--- src/rtl/cpu_pkg.sv ---
// ============================================================================
// Module      : cpu_pkg
// Description : Shared encodings and constants for the fetch front end.
// Revision    : 1.0 - initial release
// ============================================================================
`default_nettype none

package cpu_pkg;

    typedef enum logic [1:0] {
        PS_BOOT = 2'd0,
        PS_RUN  = 2'd1,
        PS_HALT = 2'd2
    } pc_state_t;

    localparam int          INSTR_W            = 32;
    localparam logic [31:0] PC_STEP            = 32'd4;
    localparam int          DEFAULT_IMEM_BYTES = 1024;

endpackage

`default_nettype wire

--- src/rtl/pc_sequencer.sv ---
// ============================================================================
// Module      : pc_sequencer
// Description : Program counter, fetch-latency tracking, redirect/stall/halt.
// Revision    : 1.0 - initial release
// ============================================================================
`default_nettype none

module pc_sequencer
    import cpu_pkg::*;
#(
    parameter logic [31:0] RESET_PC   = 32'h0000_0000,
    parameter int          IMEM_BYTES = DEFAULT_IMEM_BYTES
) (
    input  logic        clk,
    input  logic        rst_n,
    input  logic        stall,
    input  logic        redirect,
    input  logic [31:0] redirect_pc,
    input  logic        halt,
    input  logic        resume,
    output logic [31:0] pc,
    output logic [31:0] fetch_pc,
    output logic [31:0] fetch_npc,
    output logic        instr_valid,
    output logic        addr_err,
    output logic [31:0] fetch_count
);

    localparam logic [32:0] IMEM_LIMIT = 33'(IMEM_BYTES);

    pc_state_t   state;
    pc_state_t   state_nx;
    logic [31:0] pc_nx;
    logic [31:0] fetch_pc_nx;
    logic        valid_nx;
    logic        err_nx;
    logic        target_bad;

    assign target_bad = (redirect_pc[1:0] != 2'b00) || ({1'b0, redirect_pc} >= IMEM_LIMIT);
    assign fetch_npc  = fetch_pc + PC_STEP;

    always_comb begin
        state_nx    = state;
        pc_nx       = pc;
        fetch_pc_nx = pc;
        valid_nx    = 1'b0;
        err_nx      = addr_err;
        case (state)
            PS_BOOT: begin
                state_nx = PS_RUN;
                pc_nx    = pc + PC_STEP;
            end
            PS_RUN: begin
                if (halt) begin
                    state_nx = PS_HALT;
                end else if (redirect) begin
                    // Misaligned targets are still taken, just forced onto a word boundary.
                    pc_nx = {redirect_pc[31:2], 2'b00};
                    if (target_bad) begin
                        err_nx = 1'b1;
                    end
                end else if (stall) begin
                    fetch_pc_nx = fetch_pc;
                    valid_nx    = instr_valid;
                end else begin
                    pc_nx    = pc + PC_STEP;
                    valid_nx = 1'b1;
                end
            end
            PS_HALT: begin
                // PC stays put so the RAM re-primes on the held address after resume.
                if (resume) begin
                    state_nx = PS_RUN;
                end
            end
            default: begin
                state_nx = PS_BOOT;
            end
        endcase
    end

    always_ff @(posedge clk or negedge rst_n) begin
        if (!rst_n) begin
            state       <= PS_BOOT;
            pc          <= RESET_PC;
            fetch_pc    <= RESET_PC;
            instr_valid <= 1'b0;
            addr_err    <= 1'b0;
            fetch_count <= 32'd0;
        end else begin
            state       <= state_nx;
            pc          <= pc_nx;
            fetch_pc    <= fetch_pc_nx;
            instr_valid <= valid_nx;
            addr_err    <= err_nx;
            fetch_count <= fetch_count + {31'd0, instr_valid & ~stall};
        end
    end

endmodule

`default_nettype wire
--- config.mk ---
export PLATFORM = sky130hd
export DESIGN_NAME = pc_sequencer
export DESIGN_NICKNAME = d
export VERILOG_FILES = /design/src/rtl/cpu_pkg.sv /design/src/rtl/pc_sequencer.sv
export SDC_FILE = /design/constraint.sdc
export NUM_CORES = 1
export LEC_CHECK = 0
export ABC_AREA = 1
export CAP_MARGIN = 20
export CORE_MARGIN = 3
export CORE_UTILIZATION = 35
export DETAILED_ROUTE_END_ITERATION = 8
export SLEW_MARGIN = 20
export SYNTH_ARGS = -nofsm -noshare
export SYNTH_HDL_FRONTEND = slang
export SYNTH_SLANG_ARGS = --single-unit
--- constraint.sdc ---
create_clock -name clk -period 2 [get_ports clk]
set_input_delay 0.2 -clock clk [delete_from_list [all_inputs] [get_ports clk]]
set_output_delay 0.2 -clock clk [all_outputs]
set_load 0.05 [all_outputs]
======== Yosys cells after proc, flatten, opt, wreduce, memory -nomap -nowiden ========
Cells that the tools add are included.
word-level totals
  register bits after elaboration ......... 100
  latch bits .............................. 0
  memory bits (writable) .................. 0
  bits in read-only memories .............. 0
  output and inout port bits .............. 130
  logic and storage cells ................. 42
  memories kept ........................... 0
operators by class
  add/subtract/negate cells ............... 3
  multipliers ............................. 0
  divide/modulo/power cells ............... 0
  $lt $le $gt $ge ......................... 1
  equality and inequality tests ........... 7
  shift-type cells ........................ 0
  multiplexer cells ....................... 15
  bitwise gates (word level) .............. 3
  reductions and logical operators ........ 7
operator list
  cell                                                    number
  2-to-1 mux 32 bit                                       7
  adder 32 x 3 -> 32 bit (second input constant)          2
  case mux 32 bit (2 select lines)                        1
  adder 32 x 1 -> 32 bit                                  1
  >= comparator 32 x 11 -> 1 bit (second input constant)  1
  inequality test 2 bit (second input constant)           3
  case mux 2 bit (3 select lines)                         1
  2-to-1 mux 1 bit                                        4
  2-to-1 mux 2 bit                                        2
  inequality test 4 bit (second input constant)           1
  AND reduction 4 bit                                     1
  nonzero test 2 bit                                      2
  inequality test 3 bit (second input constant)           1
  AND reduction 3 bit                                     1
  equality test 2 x 1 -> 1 bit (second input constant)    1
  equality test 2 bit (second input constant)             1
  zero test 2 bit                                         1
  inverter 1 bit                                          2
  AND reduction 2 bit                                     1
  AND 1 bit                                               1
  logical OR 1 bit                                        1

======== Logic depth before layout (Yosys ltp) ========
Gate-level depths: netlist of run 1.
  depth after elaboration ................. 5
  mapped depth ............................ 11

======== Worst setup path before layout of run 1 ========
OpenSTA, ideal clock, no wires.
  kind .................................... reg-to-output
  start ................................... reg fetch_pc[3]
  end ..................................... out fetch_npc[20]
  arrival ................................. 2.352 ns
  path slack .............................. -0.552 ns
  cell stages (with the launch flop) ...... 9
  path buffers ............................ 0
  cell sequence ........................... dfrtp_1 -> ha_1 -> nand3_2 -> nor2_2 -> nand2_2 -> nor2_4 -> nand2_2 -> nor2_2 -> xor2_1
on the way
  longest elaborated chain between the ends .. 1
RTL lines
  what                      line                text
  start: declaration        pc_sequencer.sv:22  output logic [31:0] fetch_pc,
  start signal: assignment  pc_sequencer.sv:93  fetch_pc <= fetch_pc_nx;
  adder 32 x 3 -> 32 bit    pc_sequencer.sv:40  assign fetch_npc = fetch_pc + PC_STEP;
  end: declaration          pc_sequencer.sv:23  output logic [31:0] fetch_npc,
Every way passes these cells.

======== Worst setup path in the final report of run 1 ========
Same ends and word-level chain as after synthesis.

==> summary.txt, run 1 <==
Yosys
  • Post-synth EDFFs: 0
  • Dominant cell type by area after synthesis: dfrtp_1
  • Asr flop ratio synth: 100%
  • Mapped Area: 0.00623 mm^2
  • Sequential share of the synthesized area: 38.6%
  • FF+latch count, synth: 96
  • Syn Area/Cell: 6.97 um^2
  • Netlist cell types: 37
  • Synth area leaders: dfrtp_1 (39%), nand2_1 (16%), nor2_1 (7.9%), xor2_1 (6.0%), inv_1 (5.9%)
  • Count of warnings emitted by yosys: 0
  • Synth top area share: 38.6%
  • Syn Inst Count: 893
  • Main synth FF type: dfrtp_1

Setup path
  • Worst EP required: 1800 ps
  • Crit path kind: reg -> out
  • Worst Setup SP: fetch_pc[3]$_DFFE_PN0P_
  • Critical path capture point: fetch_npc[20]
  • Crit path capture type: output pin
  • Worst r2r dst: fetch_count[30]$_DFF_PN0_
  • Reg2Reg Depth: 11
  • Arrival @ worst endpoint: 1890 ps
  • Worst Setup Start Kind: flop
  • CP Max Fanout: 3
  • R2r startpoint: instr_valid$_DFFE_PN0P_
  • Flop2flop setup slack: 240 ps

Final layout
  • Syn-to-layout area delta: 55.1%
  • Filler cells: 1600
  • Final Instance Area: 0.00966 mm^2
  • Commonest non-fill, non-tap cell in the layout: nand2_1
  • Antenna diode count: 0
  • Final Util: 55.7%
  • Most frequent cells in the layout: nand2_1 (248), clkdlybuf4s50_1 (129), nor2_1 (122)
  • Layout net count: 1147
  • Share of cells above drive strength 1: 21.8%

Worst hold path
  • Hold Path Class: in -> async

STA
  • Worst Skew: 10.6 ps
  • Minimum clock period: 2090 ps
  • Peak Freq: 0.478 GHz
  • Rel. slew slack: 60.4%
  • Max Transition Viols Final: 0
  • Final WS setup: -90.1 ps
  • Tcrit/Tclk final: 105%
  • Finish-stage setup viols: 7
  • Slew at the pin closest to its max-slew limit: 593 ps
  • Final Hold Vio Count: 0
  • RSZ-0062 raised after global routing: yes

Die
  • Ports: 168
  • Core area: 0.0174 mm^2
  • DIE AREA: 0.0194 mm^2
  • FP Rows: 48
  • Initial Util: 35.9%
  • Die span in y: 139 um
  • Width of the die: 139 um

Clocking
  • Root Buffer: clkbuf_16
  • CTS tree: done
  • Htree depth: 3
  • Clock-pin slew on the worst setup and hold paths: 70 ps
  • Cts bufs inserted: 9
  • Clock Sinks: 96
  • Clk buf depth: 2
  • Clk_lat worst skew: 350 ps

Global routing
  • Vias in the first global route: 6357
  • Grt ovf: 0
  • Global-route wire length before repair: 33100 um
  • Total track usage: 20.9%
  • Largest net degree at the start of global routing: 57
  • Initial antenna violation count: 0

Pwr
  • Total Power: 15.9 mW
  • Peak VDD IR: 1.26 mV
  • Pwr Density: 1640 mW/mm^2
  • Leakage Power: 4.37 nW

Place
  • Cell Area, Placed: 0.00878 mm^2
  • Post-DP HPWL: 15700 um
  • Final Wtd Congestion: 0.913
  • Pre-CTS WS: -107 ps
  • PortBufs: 161

Status
  • Outcome: finished with violations
  • Failing checks: negative setup slack

Routing
  • Drt via density: 4.83
  • Final ANT Viol Nets: 0
  • DRT Wirelength: 20400 um
  • Routed wire per std cell: 15.3 um
  • DRT Pass-1 Iters: 5
  • Via count: 6447
  • Drt drc: 0
  • Initial drt markers: 358

Job
  • Max-cap viol count: 0
## timing repair
action                     CTS  global route
pin swaps                   13            22
gates resized for setup     45            46
hold endpoints to repair    21             0
hold buffers                 1             0
setup buffers               20             7
setup endpoints to repair   21            34
## where the power goes
group	leakage [nW]	switching, mW	total (mW)	internal (mW)
clock network	0.148	0.785	1.83	1.05
logic	3.05	6.60	10.4	3.81
registers	1.18	1.02	3.65	2.63
total	4.37	8.41	15.9	7.48
## worst min-delay path by stage
stage	startpoint	cells past startpoint	slack [ps]	to
2_1_floorplan	rst_n	0	-100	addr_err$_DFFE_PN0P_
3_3_place_gp	rst_n	1	140	fetch_pc[31]$_DFFE_PN0P_
3_5_place_dp	rst_n	1	140	fetch_pc[31]$_DFFE_PN0P_
4_1_cts	rst_n	2	320	pc[24]$_DFFE_PN0P_
5_1_grt	rst_n	2	360	pc[28]$_DFFE_PN0P_
6_report	rst_n	2	320	pc[24]$_DFFE_PN0P_
## cells in the mapped netlist, types with 2 or more instances
master / count
nor3_2: 6
nor4_1: 2
inv_1: 98
nand2_1: 269
nand3_2: 5
xor2_1: 43
nor2_1: 131
buf_6: 3
nor3_1: 23
nand3b_1: 9
xnor2_1: 6
ha_1: 4
nor2_2: 14
dfrtp_1: 96
buf_2: 5
nand3_1: 50
clkbuf_1: 6
nand2_2: 7
mux2_4: 2
a21oi_1: 12
nor2_4: 6
nand4_1: 14
inv_2: 5
buf_4: 9
o22ai_1: 3
o21ai_0: 28
o21ai_1: 27
## per-stage QoR
stage | setup TNS, ps | cells | hold WS, ps
after floorplan | -178 | 898 | -95.6
after global placement | -255 | 1291 | 143
after detailed placement | -562 | 1291 | 143
after CTS | -679 | 1328 | 317
after global routing | -1670 | 1335 | 357
final | -183 | 1335 | 320
## critical path, stage by stage, from the launching register on
cell	delay, ps
dfrtp_2	420
ha_4	160
nand3_4	100
nor2_4	120
nand2_4	70
nor2_4	140
nand2_4	80
nor2_4	140
xor2_4	170
buf_12	150
## sequential cells by signal, indices dropped and copies added (netlist names)
name / cells
state: 2
pc: 30
addr_err: 1
fetch_count: 32
fetch_pc: 30
instr_valid: 1
## cell type report
| class | instances | area, um^2 | share of cell area (%) |
|---|---|---|---|
| multi-input cells | 675 | 3870 | 40.0 |
| flip-flops and latches | 96 | 2420 | 25.1 |
| repair buffers | 220 | 2370 | 24.6 |
| inverters | 103 | 398 | 4.12 |
| well taps | 225 | 282 | 2.91 |
| clock buffers | 11 | 253 | 2.62 |
| clock inverters | 5 | 62.6 | 0.648 |
## logic make-up (layout without fill, tap and decap cells)
logic type,Yosys count,in the layout,synth area share (%)
AND/OR/NAND/NOR,540,540,38.1
buffers and inverters,127,339,8.66
flip-flops,96,96,38.6
AO/OA/AOI/OAI,74,74,6.41
XOR/XNOR,49,49,6.89
adder cells (fa/ha/maj),4,4,0.804
multiplexers,2,2,0.482
other,1,6,0.0602
## metal layers
| metal | up-vias | track usage, % | routed length, um |
|---|---|---|---|
| met3 | 23 | 3.54 | 1280 |
| met4 | 0 | 5.66 | 319 |
| met5 | - | 0 | 0 |
| met1 | 3003 | 30.4 | 9510 |
| met2 | 208 | 32.2 | 9270 |
| li1 | 3213 | - | - |
No activity file was read; power rests on OpenSTA's default activity.
==> inputs of run 2 (changes only) <==
--- a/config.mk
+++ b/config.mk
@@ -10,5 +10,7 @@
 export CORE_MARGIN = 3
 export CORE_UTILIZATION = 35
+export CTS_CLUSTER_SIZE = 25
 export DETAILED_ROUTE_END_ITERATION = 8
+export RECOVER_POWER = 25
 export SLEW_MARGIN = 20
 export SYNTH_ARGS = -nofsm -noshare
==> constraint.sdc (replaced) <==
create_clock -name clk -period 2 [get_ports clk]
set_input_delay 0.6 -clock clk [delete_from_list [all_inputs] [get_ports clk]]
set_output_delay 0.6 -clock clk [all_outputs]
set_load 0.05 [all_outputs]
==> run 2 against run 1 <==
  * The flow still finishes with violations (negative setup slack)
  * Power is 9.3% higher
  * Via count is 1.2% higher
  * Global-route usage is 0.44 points higher
  * Cell count is 2.6% higher
  * Largest power group unchanged
  * Clock-buffer cell count stayed put
  * Highest routed layer unchanged
==> summary.txt, run 2 (synthesized netlist as in run 1, its figures left out) <==
Clocking
  • Cts bufs inserted: 9
  • Clk buf depth: 2
  • Clock-pin slew on the worst setup and hold paths: 70 ps
  • Root Buffer: clkbuf_16
  • Clk_lat worst skew: 350 ps
  • Htree depth: 3
  • CTS tree: done
  • Clock Sinks: 96

Global routing
  • Total track usage: 21.3%
  • Vias in the first global route: 6340
  • Largest net degree at the start of global routing: 57
  • Initial antenna violation count: 0
  • Global-route wire length before repair: 33500 um
  • Grt ovf: 0

Routing
  • Final ANT Viol Nets: 0
  • Routed wire per std cell: 14.8 um
  • Drt drc: 0
  • DRT Pass-1 Iters: 5
  • Initial drt markers: 409
  • Drt via density: 4.76
  • Via count: 6522
  • DRT Wirelength: 20300 um

Final layout
  • Footprint of the multi-input gates: 0.00410 mm^2
  • Syn-to-layout area delta: 66.7%
  • Share of cells above drive strength 1: 34.3%
  • Antenna diode count: 0
  • Number of flip-flops in the largest register: 32
  • Top reg by flops: fetch_count
  • Commonest non-fill, non-tap cell in the layout: nand2_1
  • FF/Latch Area: 0.00244 mm^2
  • Most frequent cells in the layout: nand2_1 (246), buf_4 (136), nor2_1 (118)
  • Top flop regs: fetch_count (32), fetch_pc (30), pc (30)
  • Filler cells: 1589
  • Layout net count: 1182
  • Final Instance Area: 0.0104 mm^2

Setup path
  • CP Cell Sequence: ha_4 > nand3_4 > buf_4 > inv_4 > nand2_4 > inv_2 > nand2_4 > xor2_4 > buf_12
  • Crit path kind: reg -> out
  • Worst EP required: 1400 ps
  • Arrival @ worst endpoint: 1890 ps
  • Worst Setup Start Kind: flop
  • Delay-heaviest family, CP: flip-flops
  • CP Max Fanout: 3
  • Flop2flop setup slack: 310 ps
  • Crit path capture type: output pin
  • Max incr delay on CP: 460 ps
  • Buffers & Inverters on Critical Path: 4
  • CP max-delay cell: dfrtp_2
  • Crit path top cell by count: nand2_4

Pwr
  • Internal power: 8.58 mW
  • Clock share of power: 10.4%
  • Flop pwr share: 21.8%
  • Peak VDD IR: 1.41 mV
  • Switching part of the total power: 50.6%
  • Combinational fraction of design power: 67.8%
  • Total Power: 17.4 mW
  • Total net switching power: 8.80 mW
  • Leakage Power: 4.92 nW
  • Pwr Density: 1670 mW/mm^2

Die
  • Ports: 168
  • FP Rows: 48
  • Core area: 0.0174 mm^2
  • Initial Util: 35.9%
  • DIE AREA: 0.0194 mm^2
  • Width of the die: 139 um
  • Die span in y: 139 um

Place
  • Final Wtd Congestion: 0.857
  • PortBufs: 161
  • Pre-CTS WS: -492 ps
  • Post-DP HPWL: 16200 um
  • Cell Area, Placed: 0.00961 mm^2

STA
  • Min Hold Slack: 401 ps
  • Final Hold Vio Count: 0
  • Tcrit/Tclk final: 124%
  • Final TNS setup: -10530 ps
  • Peak Freq: 0.402 GHz
  • Finish-stage setup viols: 28
  • Minimum clock period: 2490 ps
  • Worst Skew: 6.07 ps
  • Rel. slew slack: 35.2%
  • Slew at the pin closest to its max-slew limit: 972 ps
  • Final WS setup: -489 ps
  • Max Transition Viols Final: 0
  • RSZ-0062 raised after global routing: yes

Status
  • Failing checks: negative setup slack
  • Outcome: finished with violations

Job
  • Max-cap viol count: 0

Worst hold path
  • Hold Path Class: in -> async
-- run 2: path summary, 6_finish.rpt --
path	from	end	cells after the start
worst max-delay path	fetch_pc[2]$_DFFE_PN0P_	fetch_npc[26]	9
worst max register to register	instr_valid$_DFFE_PN0P_	fetch_count[22]$_DFF_PN0_	11
worst min register to register	addr_err$_DFFE_PN0P_	addr_err$_DFFE_PN0P_	2
max in group asynchronous	rst_n	fetch_pc[16]$_DFFE_PN0P_	2
min in group clk	addr_err$_DFFE_PN0P_	addr_err$_DFFE_PN0P_	2
worst min-delay path	rst_n	fetch_pc[28]$_DFFE_PN0P_	1
-- run 2: metal layers --
| layer | wire length [um] | global-route usage (%) | share of wire, % |
|---|---|---|---|
| met1 | 9670 | 30.8 | 48 |
| met2 | 9400 | 33.2 | 46 |
| met3 | 986 | 4.12 | 4.8 |
| met4 | 278 | 5.05 | 1.4 |
| met5 | 0 | 0 | 0 |
-- run 2: power groups by stage --
stage,Sequential [mW],Clock (mW),Combinational (mW)
after global placement,3.75,0,11.3
after global routing,3.92,1.94,12.5
after floorplan,5.70,0,4.14
after CTS,3.77,1.85,11.7
after detailed placement,3.76,0,11.4
final,3.79,1.81,11.8
-- run 2: repair_timing --
| item | in CTS | in global routing |
|---|---|---|
| setup endpoints to repair | 39 | 28 |
| buffers inserted | 9 | 7 |
| resized for setup | 77 | 15 |
| pin swaps | 23 | 14 |
| hold buffers | 0 | 0 |
-- run 2: cell type report --
| type | count | area share, % |
|---|---|---|
| Clock buffer | 11 | 2.34 |
| Sequential cell | 96 | 23.5 |
| Clock inverter | 5 | 0.615 |
| Multi-Input combinational cell | 675 | 39.5 |
| Tap cell | 225 | 2.71 |
| Inverter | 103 | 3.80 |
| Timing Repair Buffer | 255 | 27.6 |
-- run 2: metrics by stage --
stage,std cells,utilization [%]
CTS,1364,59.3
finish,1370,59.8
floorplan,898,-
global placement,1342,55.4
detailed placement,1342,55.4
global route,1370,59.8
==> inputs of run 3 (changes only) <==
CTS_BUF_LIST = sky130_fd_sc_hd__clkbuf_16   (was default)
CTS_CLUSTER_DIAMETER = 120   (was default)
==> run 3 against run 2 <==
  * The run still ends with negative setup slack left
  * Cell count stayed put
  * Global-route usage hardly changed
  * First-iteration DRC count is 9.0% lower
  * Sequential cell count stayed put
  * Critical path type unchanged
  * Fmax hardly changed
  * Critical path depth stayed put
  * Non-clock buffer count stayed put
  * Combinational power hardly changed
  * Largest power group unchanged
  * Utilization is 0.058 points lower
  * Register-to-register slack hardly changed
  * Clock power is 2% lower
  * Wire length is 0.25% lower
==> summary.txt, run 3 (synthesized netlist as in run 1, its figures left out) <==
Final layout
  • Footprint of the multi-input gates: 0.00410 mm^2
  • Layout net count: 1182
  • Commonest non-fill, non-tap cell in the layout: nand2_1
  • Most frequent cells in the layout: nand2_1 (246), buf_4 (136), nor2_1 (118)
  • Filler cells: 1595
  • Top flop regs: fetch_count (32), fetch_pc (30), pc (30)
  • FF/Latch Area: 0.00244 mm^2
  • Share of cells above drive strength 1: 34.2%
  • Antenna diode count: 0
  • Syn-to-layout area delta: 66.6%
  • Number of flip-flops in the largest register: 32
  • Top reg by flops: fetch_count

Pwr
  • Leakage Power: 4.92 nW
  • Peak VDD IR: 1.41 mV
  • Total Power: 17.3 mW
  • Pwr Density: 1670 mW/mm^2

Setup path
  • Worst EP required: 1400 ps
  • Worst Setup SP: fetch_pc[2]$_DFFE_PN0P_
  • CP max-delay cell: dfrtp_2
  • Crit path kind: reg -> out
  • Max incr delay on CP: 460 ps
  • Crit path capture type: output pin
  • Arrival @ worst endpoint: 1890 ps
  • Worst Setup Start Kind: flop
  • R2r startpoint: instr_valid$_DFFE_PN0P_
  • CP Max Fanout: 3
  • CP Cell Sequence: ha_4 > nand3_4 > buf_4 > inv_4 > nand2_4 > inv_2 > nand2_4 > xor2_4 > buf_12
  • Crit path top cell by count: nand2_4

STA
  • Max Transition Viols Final: 0
  • Worst Skew: 7.41 ps
  • Final Hold Vio Count: 0
  • Slew at the pin closest to its max-slew limit: 974 ps
  • Peak Freq: 0.402 GHz
  • Rel. slew slack: 35.1%
  • RSZ-0062 raised after global routing: yes
  • Minimum clock period: 2490 ps
  • Finish-stage setup viols: 28
  • Final WS setup: -488 ps
  • Tcrit/Tclk final: 124%

Worst hold path
  • Hold Path Class: in -> async

Status
  • Outcome: finished with violations
  • Failing checks: negative setup slack

Die
  • Ports: 168
  • DIE AREA: 0.0194 mm^2
  • Width of the die: 139 um
  • Initial Util: 35.9%
  • Die span in y: 139 um
  • Core area: 0.0174 mm^2
  • FP Rows: 48

Global routing
  • Vias in the first global route: 6327
  • Global-route wire length before repair: 33500 um
  • Largest net degree at the start of global routing: 57
  • Grt ovf: 0
  • Initial antenna violation count: 0
  • Total track usage: 21.3%

Routing
  • Via count: 6546
  • Routed wire per std cell: 14.8 um
  • Final ANT Viol Nets: 0
  • DRT Pass-1 Iters: 5
  • Initial drt markers: 372
  • Drt drc: 0
  • Drt via density: 4.78
  • DRT Wirelength: 20300 um

Clocking
  • Htree depth: 3
  • Clk_lat worst skew: 350 ps
  • Clock-pin slew on the worst setup and hold paths: 70 ps
  • Clock Sinks: 96
  • Root Buffer: clkbuf_16
  • Cts bufs inserted: 9
  • CTS tree: done
  • Clk buf depth: 2

Place
  • Final Wtd Congestion: 0.857
  • Post-DP HPWL: 16200 um
  • Pre-CTS WS: -492 ps
  • PortBufs: 161

Job
  • Max-cap viol count: 0
-- run 3: cell types whose count changed in the layout (fill, tap and decap cells not counted) --
| cell | before | now |
|---|---|---|
| clkinv_1 | 0 | 1 |
| clkbuf_8 | 1 | 0 |
| inv_1 | 89 | 90 |
| clkbuf_1 | 1 | 0 |
-- run 3: metal layers --
layer | track usage (%) | part of all wire, % | vias to the layer above
li1 | - | - | 3300
met2 | 33.1 | 46 | 165
met5 | 0 | 0 | -
met1 | 30.9 | 47 | 3064
met4 | 5.05 | 1.3 | 0
met3 | 4.12 | 4.9 | 17
-- run 3: final cells by class --
| cell class | instances | share of cell area (%) |
|---|---|---|
| Timing Repair Buffer | 255 | 27.6 |
| Multi-Input combinational cell | 675 | 39.5 |
| Clock buffer | 9 | 2.17 |
| Sequential cell | 96 | 23.5 |
| Tap cell | 225 | 2.71 |
| Inverter | 103 | 3.80 |
| Clock inverter | 7 | 0.687 |
-- run 3: stage by stage --
| stage | util [%] | cell area, um^2 | std cells | hold WS [ps] | TNS (ps) |
|---|---|---|---|---|---|
| after floorplan | - | 6720 | 898 | 304 | -5560 |
| after global placement | 55.4 | 9610 | 1342 | 462 | -15250 |
| after detailed placement | 55.4 | 9610 | 1342 | 455 | -17300 |
| after CTS | 59.3 | 10300 | 1364 | 234 | -11230 |
| after global routing | 59.8 | 10400 | 1370 | 457 | -13210 |
| final | 59.8 | 10400 | 1370 | 401 | -10530 |
-- run 3: critical path: cells and delay by family, from the launching register on --
family	cells	cell delay, ps
XOR/XNOR	1	170
adder cells (fa/ha/maj)	1	190
buffers and inverters	4	440
flip-flops	1	460
AND/OR/NAND/NOR	3	260
-- run 3: final timing paths --
check	end	slack [ps]	cells past startpoint
setup / recovery	fetch_npc[26]	-490	9
hold / removal	fetch_pc[28]$_DFFE_PN0P_	400	1
setup reg to reg	fetch_count[22]$_DFF_PN0_	310	11
hold reg to reg	addr_err$_DFFE_PN0P_	480	2
max in group asynchronous	fetch_pc[16]$_DFFE_PN0P_	240	2
min in group clk	addr_err$_DFFE_PN0P_	480	2
-- run 3: power breakdown --
part	leakage (nW)	internal [mW]	switching, mW
logic	3.60	4.91	6.87
clock network	0.151	0.975	0.791
registers	1.17	2.65	1.14
total	4.92	8.53	8.80
-- run 3: timing repair --
action,in CTS,in global routing
pin swaps,23,14
hold buffers,0,0
endpoints found under the setup margin,39,28
setup buffers,9,7
gates resized for setup,77,15
